### src/rtl/cpu_ctrl_pkg.sv
// Shared constants for the instruction-cycle sequencer: state codes,
// default HALT opcode and opcode class encodings.
package cpu_ctrl_pkg;

   localparam logic [2:0] ST_IDLE   = 3'd0;
   localparam logic [2:0] ST_FETCH  = 3'd1;
   localparam logic [2:0] ST_LATCH  = 3'd2;
   localparam logic [2:0] ST_DECODE = 3'd3;
   localparam logic [2:0] ST_EXEC   = 3'd4;
   localparam logic [2:0] ST_HALT   = 3'd5;
   localparam logic [2:0] ST_FAULT  = 3'd6;

   localparam logic [3:0] HALT_OP_DEF = 4'hF;

   localparam logic CLS_ALU   = 1'b0;
   localparam logic CLS_STORE = 1'b1;

endpackage

### src/rtl/cycle_ctrl_timer.sv
// Fetch wait counter: counts FETCH cycles without mem_ready and flags the
// cycle on which the next miss would exhaust the TIMEOUT budget.
module cycle_ctrl_timer #(
   parameter int TIMEOUT = 15
) (
   input  logic clk,
   input  logic reset,
   input  logic clr_i,
   input  logic inc_i,
   output logic hit_o
);

   logic [7:0] cnt_q;
   logic [7:0] cnt_d;

   // clear has priority over increment
   always_comb begin
      cnt_d = cnt_q;
      if (clr_i) begin
         cnt_d = 8'd0;
      end else if (inc_i) begin
         cnt_d = cnt_q + 8'd1;
      end else begin
         cnt_d = cnt_q;
      end
   end

   // counter register
   always_ff @(posedge clk or posedge reset) begin
      if (reset) begin
         cnt_q <= 8'd0;
      end else begin
         cnt_q <= cnt_d;
      end
   end

   assign hit_o = (cnt_q == 8'(TIMEOUT - 1));

endmodule

### src/rtl/cpu_cycle_ctrl.sv
// Instruction-cycle sequencer producing register load-enable strobes.
// Define CYCLE_CTRL_STEP_EN to add a single-step input (one instruction per step edge).
module cpu_cycle_ctrl
   import cpu_ctrl_pkg::*;
#(
   parameter int             OPW     = 4,
   parameter logic [OPW-1:0] HALT_OP = HALT_OP_DEF,
   parameter int             TIMEOUT = 15,
   parameter int             CNTW    = 16
) (
   input  logic            clk,
   input  logic            reset,
   input  logic            run,
`ifdef CYCLE_CTRL_STEP_EN
   input  logic            step,
`endif
   input  logic            mem_ready,
   input  logic [OPW-1:0]  opcode,
   output logic            mem_rd,
   output logic            ir_en,
   output logic            pc_en,
   output logic            acc_en,
   output logic            rf_we,
   output logic            halted,
   output logic            fault,
   output logic [CNTW-1:0] instr_cnt,
   output logic [2:0]      state_o
);

   logic [2:0]      state_q, state_d;
   logic            cls_q, cls_d;
   logic [CNTW-1:0] cnt_q, cnt_d;
   logic            tmr_clr, tmr_inc, tmr_hit;
   logic            start_ok;
   logic            exec_loop;

`ifdef CYCLE_CTRL_STEP_EN
   logic step_q, step_qq;

   // two-stage step sampling; a start needs a registered rising edge
   always_ff @(posedge clk or posedge reset) begin
      if (reset) begin
         step_q  <= 1'b0;
         step_qq <= 1'b0;
      end else begin
         step_q  <= step;
         step_qq <= step_q;
      end
   end

   assign start_ok  = run & step_q & ~step_qq;
   assign exec_loop = 1'b0;
`else
   assign start_ok  = run;
   assign exec_loop = run;
`endif

   cycle_ctrl_timer #(
      .TIMEOUT (TIMEOUT)
   ) u_timer (
      .clk   (clk),
      .reset (reset),
      .clr_i (tmr_clr),
      .inc_i (tmr_inc),
      .hit_o (tmr_hit)
   );

   // next-state logic; HALT and FAULT are terminal until reset
   always_comb begin
      state_d = state_q;
      cls_d   = cls_q;
      tmr_clr = 1'b0;
      tmr_inc = 1'b0;
      case (state_q)
         ST_IDLE: begin
            if (start_ok) begin
               state_d = ST_FETCH;
            end else begin
               state_d = ST_IDLE;
            end
         end
         ST_FETCH: begin
            // a ready on the final budgeted cycle still wins over the timeout
            if (mem_ready) begin
               state_d = ST_LATCH;
               tmr_clr = 1'b1;
            end else begin
               tmr_inc = 1'b1;
               if (tmr_hit) begin
                  state_d = ST_FAULT;
               end else begin
                  state_d = ST_FETCH;
               end
            end
         end
         ST_LATCH: state_d = ST_DECODE;
         ST_DECODE: begin
            if (opcode == HALT_OP) begin
               state_d = ST_HALT;
            end else begin
               cls_d   = opcode[OPW-1] ? CLS_STORE : CLS_ALU;
               state_d = ST_EXEC;
            end
         end
         ST_EXEC: begin
            if (exec_loop) begin
               state_d = ST_FETCH;
            end else begin
               state_d = ST_IDLE;
            end
         end
         ST_HALT:  state_d = ST_HALT;
         ST_FAULT: state_d = ST_FAULT;
         default:  state_d = ST_IDLE;
      endcase
   end

   // retired-instruction counter, saturating
   always_comb begin
      cnt_d = cnt_q;
      if ((state_q == ST_EXEC) && (cnt_q != {CNTW{1'b1}})) begin
         cnt_d = cnt_q + CNTW'(1);
      end else begin
         cnt_d = cnt_q;
      end
   end

   // state, opcode class and counter registers
   always_ff @(posedge clk or posedge reset) begin
      if (reset) begin
         state_q <= ST_IDLE;
         cls_q   <= CLS_ALU;
         cnt_q   <= '0;
      end else begin
         state_q <= state_d;
         cls_q   <= cls_d;
         cnt_q   <= cnt_d;
      end
   end

   assign mem_rd    = (state_q == ST_FETCH);
   assign ir_en     = (state_q == ST_LATCH);
   assign pc_en     = (state_q == ST_EXEC);
   assign acc_en    = (state_q == ST_EXEC) && (cls_q == CLS_ALU);
   assign rf_we     = (state_q == ST_EXEC) && (cls_q == CLS_STORE);
   assign halted    = (state_q == ST_HALT);
   assign fault     = (state_q == ST_FAULT);
   assign instr_cnt = cnt_q;
   assign state_o   = state_q;

endmodule

### config.mk
export PLATFORM = sky130hd
export DESIGN_NAME = cpu_cycle_ctrl
export DESIGN_NICKNAME = d
export VERILOG_FILES = /design/src/rtl/cpu_ctrl_pkg.sv /design/src/rtl/cycle_ctrl_timer.sv /design/src/rtl/cpu_cycle_ctrl.sv
export SDC_FILE = /design/constraint.sdc
export NUM_CORES = 1
export LEC_CHECK = 0
export CORE_MARGIN = 10
export CORE_UTILIZATION = 53
export DETAILED_ROUTE_END_ITERATION = 6
export PLACE_DENSITY = 0.95
export SKIP_CTS_REPAIR_TIMING = 1
export SLEW_MARGIN = 0
export SYNTH_ARGS = -nofsm -noshare
export SYNTH_HDL_FRONTEND = slang
export SYNTH_SLANG_ARGS = --single-unit
### constraint.sdc
create_clock -name clk -period 4.2 [get_ports clk]
set_clock_uncertainty 0.2 [all_clocks]
set_input_delay 0.84 -clock clk [delete_from_list [all_inputs] [get_ports clk]]
set_output_delay 0.84 -clock clk [all_outputs]
set_load 0.01 [all_outputs]
# Word level (Yosys, flattened, before mapping)
# Index checks and enable logic that the tools add are counted.
# word_totals
register_bits	28
inputBits	8
output_inout_bits	26
# classes
n_addsub	2
n_eq_ne	9
mux	12
bitwise_logic	2
reduce_logical	7
# ops
operator	n
3-bit case mux with 6 select lines	1
16-bit by 1-bit adder with 16-bit output, second input constant	1
8-bit two-way mux	2
16-bit != test, second input constant	1
3-bit == test, second input constant	3
8-bit by 1-bit adder with 8-bit output, second input constant	1
8-bit by 4-bit == test with 1-bit output, second input constant	1
1-bit two-way mux	7
3-bit by 2-bit == test with 1-bit output, second input constant	2
3-bit two-way mux	2
4-bit == test, second input constant	1
3-bit by 1-bit == test with 1-bit output, second input constant	1
1-bit logical AND	3
3-bit zero test	1
1-bit inverter	2
2-bit AND reduction	1
2-bit nonzero test	1
2-bit OR reduction	1

# Longest topological paths before layout
# depth
ltp_word	4
depth_mapped	7
depth_no_buf	5

# By module
# From an unflattened synthesis, not the netlist that was laid out.
# unflattened
cells_unflattened	152
hier_area_um2	1482.7
# modules_own_cells
module	n_inst	cells_per_inst	area_per_inst_um2	seq_area_each_um2
cpu_cycle_ctrl	1	110	1056.0	500.5
cycle_ctrl_timer	1	42	426.7	200.2

# Least setup slack after synthesis
# Ideal clock, no wire load.
# synth_timing
kind	flip-flop to output port
start	register state_q[0], in the netlist state_o[0]
end	output port mem_rd
arrival_time_ps	1339
required_time_ps	3160
slack_ps	1821
path_stages_with_launch	5
path_cell_list	dfrtp_1 > buf_2 > or3b_2 > buf_2 > inv_1
# synth_via
elab_chain_cells	1
# synth_lines
item	line	rtl
from (decl)	cpu_cycle_ctrl.sv:30	logic [2:0] state_q, state_d;
from (signal assigned)	cpu_cycle_ctrl.sv:135	state_q <= state_d;
3-bit by 1-bit == test with 1-bit output	cpu_cycle_ctrl.sv:141	assign mem_rd = (state_q == ST_FETCH);
to (decl)	cpu_cycle_ctrl.sv:19	output logic mem_rd,
# Every way passes these cells.

# Final worst setup path
# layout_timing
start	register state_q[0], in the netlist state_o[0]
end	output port rf_we
# layout_via
elab_chain_cells	2
# layout_lines
item	line	rtl
3-bit == test	cpu_cycle_ctrl.sv:145	assign rf_we = (state_q == ST_EXEC) && (cls_q == CLS_STORE);
1-bit logical AND	cpu_cycle_ctrl.sv:145	
to (decl)	cpu_cycle_ctrl.sv:23	output logic rf_we,
# Every way passes these cells.

==> flow_summary_export.csv <==
group,metric,value,unit
run_status,status,"completed",
finish,syn_to_final_growth,24.39,%
yosys,seq_area_frac_synth,0.4678,
finish,layout.cells.non_filler,220,
global_routing,grt_pass1_wl,5.796,mm
global_routing,globalRouteMet1Util,0.1472,
die,start_util,0.5478,
finish,nFillCells,219,
global_routing,grt_pass1_vias,1271,
placed_design,numPortBuffers,33,
yosys,synth_area_leaders,"dfrtp_1, xnor2_1, o21ai_0",
detailed_routing,ant_nets,0,
die,rows,19,
global_routing,use_met3,0.03401,
critical_path,r2r_cells,4,
clocking,clock-sinks,28,
yosys,yosysTopAreaCellShare,0.4678,
die,die_x,73.16,um
finish,nets,201,
clocking,clockRootBuffer,"clkbuf_4",
yosys,yosys_register_bits,28,
sta,worst_slew_pin_slew,1073,ps
yosys,synthTopCellsByCount,"dfrtp_1, o21ai_0, nand2_1, nor2_1, nand3_1",
sta,finalCritPeriodShare,0.7809,
sta,rsz0062_at_grt,"false",
detailed_routing,vias_per_cell,5.986,
critical_path,worst-path-max-fanout,12,
clocking,cts_tree,"done",
die,coreArea,2734,um^2
yosys,postSynthAreaPerCell,9.479,um^2
yosys,syn_area,1498,um^2
placed_design,place_inst,216,
global_routing,grt.busiest_layer,"met2",
sta,hold_viol,0,
placed_design,place.gp.congestion,0.8300,
sta,setup_viol,0,
critical_path,crit_type,"reg2out",
sta,finalSetupTns,0,ps
yosys,yosysMostFrequentCell,"dfrtp_1",
global_routing,grt_max_degree,29,
sta,drv_slew,0,
placed_design,dp_hpwl,2.747,mm
power_and_ir_drop,power_density,474.9,nW/um^2
yosys,dominantRegCellSynth,"dfrtp_1",
yosys,synth_top_area_cell,"dfrtp_1",
flow_run,drv_cap,0,
detailed_routing,drt_iter0_drc,111,
die,die_y,73.16,um
clocking,clk_latency,340,ps
clocking,cts-buffers-inserted,3,
yosys,ys_types,34,
yosys,synthArstFlopShare,1.000,
finish,post-route-util,0.6815,
critical_path,end_kind,"primary output",
global_routing,met2_usage,0.2321,
yosys,synth_edf_count,0,
hold_path,hp-class,"reg2reg",
global_routing,grt-ovfl-total,0,
critical_path,worstPathRequired,3160,ps
sta,finalCriticalPeriod,3280,ps
clocking,clk_path_buf_depth,2,
detailed_routing,drcViolationCount,0,
critical_path,cpMaxStageDelayCell,"dfrtp_1",
detailed_routing,drt-total-wl,3.526,mm
die,dieArea,5352,um^2
yosys,syn-num-nets,169,
critical_path,crit_chain,"or3b_1 > inv_1 > and2_1 > clkdlybuf4s50_1",
detailed_routing,vias,1317,
critical_path,cp-start-kind,"flop",
yosys,ys_warn_count,0,
power_and_ir_drop,ir_worst_vdd,0.0005080,V
clocking,h-tree-depth,1,
sta,fmax,304.9,MHz
global_routing,antenna_found_initial,0,
yosys,syn_inst,158,
finish,num_antenna_cells,0,
die,pin_count,34,
global_routing,grt_use_total,0.1339,
critical_path,crit_arrival,2240,ps
hold_path,holdPathStages,1,
critical_path,max_stage_delay,530,ps
finish,drive_gt1_frac,0.05820,
sta,timing.slew.headroom,0.2842,
power_and_ir_drop,leakage,0.0007940,uW
clocking,clk_pin_slew_worst_paths,160,ps
detailed_routing,dr.pass1.iters,4,
detailed_routing,drt-wirelength-per-cell,16.03,um
[worst paths after layout]
check	start	to	slack (ps)
min in group asynchronous	reset	u_timer.cnt_q[2]$_DFFE_PP0P_	850
max in group asynchronous	reset	instr_cnt[6]$_DFFE_PP0P_	2300
worst max-delay path	state_o[0]$_DFF_PP0_	rf_we	920
worst min register to register	instr_cnt[15]$_DFFE_PP0P_	instr_cnt[15]$_DFFE_PP0P_	300
worst max register to register	state_o[0]$_DFF_PP0_	instr_cnt[13]$_DFFE_PP0P_	1940
worst min-delay path	instr_cnt[15]$_DFFE_PP0P_	instr_cnt[15]$_DFFE_PP0P_	300
[flip-flops by register name (all words and copies together), names as in the netlist]
name	flops
instr_cnt	16
u_timer.cnt_q	8
state_o	3
cls_q	1
[cell usage in the layout (no fill, tap or decap), drive strengths merged]
master / n
nand2: 12
xor2: 7
and3: 4
nor4: 6
ha: 3
o21ai: 13
mux2: 1
o31ai: 1
and2b: 1
nor3: 7
mux2i: 1
clkbuf: 4
o2111ai: 1
and2: 3
clkdlybuf4s50: 33
a31oi: 4
nand3: 10
dfrtp: 28
or4: 2
nand2b: 1
a22oi: 1
a41o: 1
and4: 1
nand4: 9
nor2: 12
a41oi: 1
a21oi: 4
xnor2: 8
inv: 8
or3b: 2
[cell type report]
cell class / count / area [um^2] / area share
inverter: 8 / 30.03 / 0.01612
multi-input combinational: 116 / 726.9 / 0.3902
timing repair buffer: 33 / 330.3 / 0.1773
sequential: 28 / 700.7 / 0.3761
tap: 31 / 38.79 / 0.02082
clock buffer: 4 / 36.28 / 0.01948
[through the flow]
stage,setup WS [ps],power (uW),cell area [um^2],hold slack [ps]
final,920.1,884.8,1863,301.4
after global routing,803.9,949.4,1863,335.7
after CTS,917.1,891.2,1863,307.9
after detailed placement,1316,758.7,1827,285.5
after global placement,1347,737.9,1827,283.8
after floorplan,1821,613.9,1498,274.7
[worst max-delay path, delay by kind of cell (launching register included)]
family        cells  cell delay (ps)
buf+inv           2              710
simple gates      2              670
flops             1              530
[per-layer routing]
metal,vias to the layer above,routed length [um]
met3,8,266
met5,-,0
met4,0,80
met2,48,1821
met1,628,1357
li1,633,-
[where the power goes]
part           switching [uW]  internal, uW
clock network            80.2          53.2
registers                87.7           325
logic                     168           171
total                     336           549
[cell families (layout without fill, tap and decap cells)]
| logic type | Yosys count | count (layout) | share of synthesized area |
|---|---|---|---|
| buf+inv | 14 | 45 | 0.04679 |
| flops | 28 | 28 | 0.4678 |
| compound gates | 26 | 26 | 0.1028 |
| simple gates | 70 | 70 | 0.2556 |
| xor+xnor | 15 | 15 | 0.08772 |
| mux | 2 | 2 | 0.01420 |
| fa+ha+maj | 3 | 3 | 0.02507 |
No activity file was read; power rests on OpenSTA's default activity.
